### src/rtl/counter_pkg.sv
// Shared constants and helpers for the up/down counter family.
package counter_pkg;

    localparam logic CNT_WRAP = 1'b0;
    localparam logic CNT_SAT  = 1'b1;

    // Bits needed to hold values 0..v (at least 1), for sizing WIDTH from a modulus.
    function automatic int clog2(input longint unsigned v);
        int bits;
        bits = 1;
        while ((v >> bits) != 0) begin
            bits = bits + 1;
        end
        return bits;
    endfunction

endpackage

### src/rtl/cnt_next_logic.sv
// Combinational step logic: next count and terminal-count flag for one enabled step.
module cnt_next_logic
    import counter_pkg::*;
#(
    parameter int WIDTH = 4,
    parameter logic [WIDTH-1:0] MAX_VAL = '1
) (
    input  logic [WIDTH-1:0] y_i,
    input  logic             dir_i,
    input  logic             en_i,
    input  logic             mode_i,
    output logic [WIDTH-1:0] y_next_o,
    output logic             tc_next_o
);

    always_comb begin
        y_next_o  = y_i;
        tc_next_o = 1'b0;
        if (en_i) begin
            if (dir_i) begin
                // >= also pulls an out-of-range value back into the legal range
                if (y_i >= MAX_VAL) begin
                    tc_next_o = 1'b1;
                    y_next_o  = (mode_i == CNT_SAT) ? MAX_VAL : '0;
                end else begin
                    y_next_o = y_i + 1'b1;
                end
            end else begin
                if (y_i == '0) begin
                    tc_next_o = 1'b1;
                    y_next_o  = (mode_i == CNT_SAT) ? '0 : MAX_VAL;
                end else begin
                    y_next_o = y_i - 1'b1;
                end
            end
        end
    end

endmodule

### src/rtl/param_updown_counter.sv
// Parametrised up/down counter with clear, load, wrap/saturate mode,
// terminal-count pulse and boundary flags.
module param_updown_counter
    import counter_pkg::*;
#(
    parameter int              WIDTH    = 4,
    parameter longint unsigned MAX_VAL  = (64'd1 << WIDTH) - 64'd1,
    parameter int              SAT_MODE = 0
) (
    input  logic             clk,
    input  logic             reset_n,
    input  logic             en,
    input  logic             dir,
    input  logic             clear,
    input  logic             load,
    input  logic [WIDTH-1:0] load_val,
    output logic [WIDTH-1:0] y,
    output logic             tc,
    output logic             at_max,
    output logic             at_min
);

    localparam logic [WIDTH-1:0] MAX_W = MAX_VAL[WIDTH-1:0];
    localparam logic             MODE  = (SAT_MODE != 0) ? CNT_SAT : CNT_WRAP;

    generate
        if (WIDTH < 1 || WIDTH > 32) begin : g_bad_width
            $error("param_updown_counter: WIDTH must be 1..32");
        end
        if (MAX_VAL < 64'd1 || MAX_VAL > ((64'd1 << WIDTH) - 64'd1)) begin : g_bad_max
            $error("param_updown_counter: MAX_VAL must be 1..2**WIDTH-1");
        end
        if (SAT_MODE != 0 && SAT_MODE != 1) begin : g_bad_mode
            $error("param_updown_counter: SAT_MODE must be 0 or 1");
        end
    endgenerate

    logic [WIDTH-1:0] y_q, y_d, y_step;
    logic             tc_q, tc_d, tc_step;

    cnt_next_logic #(
        .WIDTH   (WIDTH),
        .MAX_VAL (MAX_W)
    ) u_next (
        .y_i       (y_q),
        .dir_i     (dir),
        .en_i      (en),
        .mode_i    (MODE),
        .y_next_o  (y_step),
        .tc_next_o (tc_step)
    );

    // clear beats load beats step; both suppress any boundary tc
    always_comb begin
        y_d  = y_step;
        tc_d = tc_step;
        if (clear) begin
            y_d  = '0;
            tc_d = 1'b0;
        end else if (load) begin
            y_d  = (load_val > MAX_W) ? MAX_W : load_val;
            tc_d = 1'b0;
        end
    end

    // reset_n is active-high despite its name
    always_ff @(posedge clk or posedge reset_n) begin
        if (reset_n) begin
            y_q  <= '0;
            tc_q <= 1'b0;
        end else begin
            y_q  <= y_d;
            tc_q <= tc_d;
        end
    end

    assign y      = y_q;
    assign tc     = tc_q;
    assign at_max = (y_q == MAX_W);
    assign at_min = (y_q == '0);

endmodule

### config.mk
export PLATFORM = sky130hd
export DESIGN_NAME = param_updown_counter
export DESIGN_NICKNAME = d
export VERILOG_FILES = /design/src/rtl/counter_pkg.sv /design/src/rtl/cnt_next_logic.sv /design/src/rtl/param_updown_counter.sv
export SDC_FILE = /design/constraint.sdc
export NUM_CORES = 1
export LEC_CHECK = 0
export CORE_AREA = 2 2 39 41
export CTS_CLUSTER_SIZE = 30
export DETAILED_ROUTE_END_ITERATION = 12
export DIE_AREA = 0 0 41 43
export PLACE_DENSITY_LB_ADDON = 0.2
export SYNTH_ARGS = -nofsm -noshare
export SYNTH_HDL_FRONTEND = slang
export SYNTH_SLANG_ARGS = --single-unit
export TNS_END_PERCENT = 10
### constraint.sdc
create_clock -name clk -period 1.83 [get_ports clk]
set_input_delay 0.2745 -clock clk [delete_from_list [all_inputs] [get_ports clk]]
set_output_delay 0.2745 -clock clk [all_outputs]
set_load 0.01 [all_outputs]
==> impl_metrics.env <==
export IMPL_slew_limit_headroom_pct=78.5
export IMPL_rrSetupSlack_ps=280
export IMPL_ys_seq_area_share_pct=30.0
export IMPL_multi_input_area_um2=243
export IMPL_setup_viol=0
export IMPL_rsz0062_at_grt="false"
export IMPL_cap_violations=0
export IMPL_clk_pin_slew_ps=40
export IMPL_synth_top_area_share_pct=30.0
export IMPL_wl_per_cell_um=10.7
export IMPL_fin_crit_sh_pct=93.7
export IMPL_cts_root_buf="clkbuf_4"
export IMPL_routabilityCongestion=0.726
export IMPL_diodes=0
export IMPL_final_area_um2=636
export IMPL_core_area_um2=1380
export IMPL_netlist_area_um2=417
export IMPL_syn_avg_cell_area_um2=8.68
export IMPL_tns_ps=0
export IMPL_critPathLaunchType="register"
export IMPL_dpl_worst_slack_ps=106
export IMPL_synth_area_leaders="dfrtp_1 30%, mux2i_1 7.2%, ha_1 6.0%"
export IMPL_cts_tree="done"
export IMPL_grt_overflow_total=0
export IMPL_die_h_um=43
export IMPL_status="completed"
export IMPL_synth_seq_cells=5
export IMPL_dpl_cell_area_um2=607
export IMPL_drt_vias_per_instance=4.66
export IMPL_finalCriticalPeriod_ps=1720
export IMPL_synth_enable_flop_cells=0
export IMPL_io_pins=17
export IMPL_ir_worst_vdd_uv=322
export IMPL_p_leak_nw=0.290
export IMPL_row_count=14
export IMPL_wirelength_um=920
export IMPL_synth_warnings=0
export IMPL_grt_max_degree=11
export IMPL_required_ps=1560
export IMPL_drc=0
export IMPL_finalMaxSlewViolations=0
export IMPL_dp_cells=82
export IMPL_via_count=401
export IMPL_worstRegToRegCells=6
export IMPL_async_reset_ff_share_pct=100
export IMPL_nets=83
export IMPL_crit_reg2reg_launch="y[0]$_DFFE_PP0P_"
export IMPL_drive_above_1_share_pct=14.3
export IMPL_tightestPinTransition_ps=321
export IMPL_cts_max_level=1
export IMPL_end_kind="output port"
export IMPL_fmax_ghz=0.583
export IMPL_synth_fp_nets=60
export IMPL_regToRegEndpoint="y[0]$_DFFE_PP0P_"
export IMPL_numCtsBuffers=3
export IMPL_dieArea_um2=1760
export IMPL_cellPowerDensity_nw_per_um2=604
export IMPL_synth_cells=48
export IMPL_synth_area_leader_cell="dfrtp_1"
export IMPL_area_delta_synth_final_pct=52.6
export IMPL_crit_end="at_max"
export IMPL_ant_nets=0
export IMPL_die_w_um=41
export IMPL_dpl_hpwl_um=770
export IMPL_grt_pass1_wl_um=1610
export IMPL_critical_path_max_fanout=7
export IMPL_fin_util_pct=45.9
export IMPL_fillers=142
export IMPL_clock_tree_buffer_depth=2
export IMPL_cts_sinks=5
export IMPL_post_cts_setup_buffers=0
export IMPL_worst_hold_slack_ps=234
export IMPL_insertion_delay_ps=240
export IMPL_synth_commonest_cells="6 x inv_1, 5 x dfrtp_1, 4 x a21oi_1"
export IMPL_first_pass_iters=2
export IMPL_worst_slack_ps=114
export IMPL_p_total_mw=0.384
export IMPL_worst_setup_path_type="register to output port"
export IMPL_antenna_found_initial=0
export IMPL_ys_types=27
export IMPL_setup_worst_path_start="y[0]$_DFFE_PP0P_"
export IMPL_hold_viol_final=0
export IMPL_drt_iter0_markers=4
export IMPL_fin_cells=86
export IMPL_grt_pass1_vias=366
export IMPL_initial_core_util_pct=30.1
export IMPL_synth_flop_cell="dfrtp_1"
export IMPL_synth_most_common_cell="inv_1"
export IMPL_hold_buffers=0
export IMPL_crit_arrival_ps=1440
export IMPL_skew_ps=1.54
export IMPL_hp_class="input pin to asynchronous set/reset pin"
export IMPL_grt_usage_pct=13.5
export IMPL_regArea_um2=125
export IMPL_io_buffers=16
==> report_power, final <==
| part | switching, mW | total (mW) | leakage [nW] | internal (mW) |
|---|---|---|---|---|
| Combinational | 0.0577 | 0.133 | 0.209 | 0.0751 |
| Sequential | 0.00748 | 0.126 | 0.0656 | 0.119 |
| Clock | 0.0426 | 0.125 | 0.0150 | 0.0823 |
==> cells in the final DEF, fill, tap and decap left out <==
master	count
a21boi_1	1
a21oi_1	4
a221oi_1	1
a311oi_1	1
a31oi_1	1
and3_1	1
buf_4	5
clkbuf_1	1
clkbuf_4	3
clkdlybuf4s50_1	14
dfrtp_1	5
dlygate4sd2_1	2
ha_1	2
inv_1	6
inv_2	1
mux2i_1	3
nand2_1	1
nor2_1	2
nor2b_1	2
nor3_1	2
nor3b_1	1
nor3b_2	1
nor4_1	1
o21a_1	1
o21ai_0	1
o21ai_1	1
o21bai_1	1
o221ai_1	1
o41a_1	1
or4_1	1
xnor2_1	2
==> kinds of logic (layout without fill, tap and decap cells) <==
group           count (synthesis)  after routing  synth area share [%]
mux                             3              3                  7.21
fa+ha+maj                       2              2                  6.01
buf+inv                        10             32                  12.9
xor+xnor                        2              2                  4.20
compound gates                 14             14                  23.1
flops                           5              5                  30.0
simple gates                   12             12                  16.5
==> metal layers <==
layer,GRT usage (%),up-vias,routed length [µm]
li1,-,215,-
met1,19.0,178,427
met2,19.1,8,470
met3,3.14,0,23
met4,6.00,0,0
met5,0,-,0
==> what timing repair did <==
action,in CTS,in global routing
pin swaps,0,0
gates resized for setup,2,1
setup endpoints to repair,2,1
gates cloned,0,0
==> how the worst min path moves through the flow <==
stage          startpoint               end  slack (ps)  cells past startpoint
2_1_floorplan     reset_n      tc$_DFF_PP0_          50                      1
6_report          reset_n  y[1]$_DFFE_PP0P_         230                      2
3_5_place_dp      reset_n      tc$_DFF_PP0_         490                      2
5_1_grt           reset_n  y[2]$_DFFE_PP0P_         260                      2
4_1_cts           reset_n      tc$_DFF_PP0_         240                      2
3_3_place_gp      reset_n  y[2]$_DFFE_PP0P_         480                      2
==> sequential cells by signal (all words and copies together), names as in the netlist <==
register / count
y: 4
tc: 1
==> cell type report <==
type	count	area share (%)
Inverter	7	4.13
Tap cell	16	3.15
Sequential cell	5	19.7
Timing Repair Buffer	21	30.7
Multi-Input combinational cell	33	38.2
Clock buffer	4	4.13
==> worst max-delay path: stages (launching register included) <==
cell and delay (ps):
dfrtp_1 370, buf_4 160, ha_1 210, and3_1 190, dlygate4sd2_1 280
Note: power is estimated with default switching activity, not from simulation.
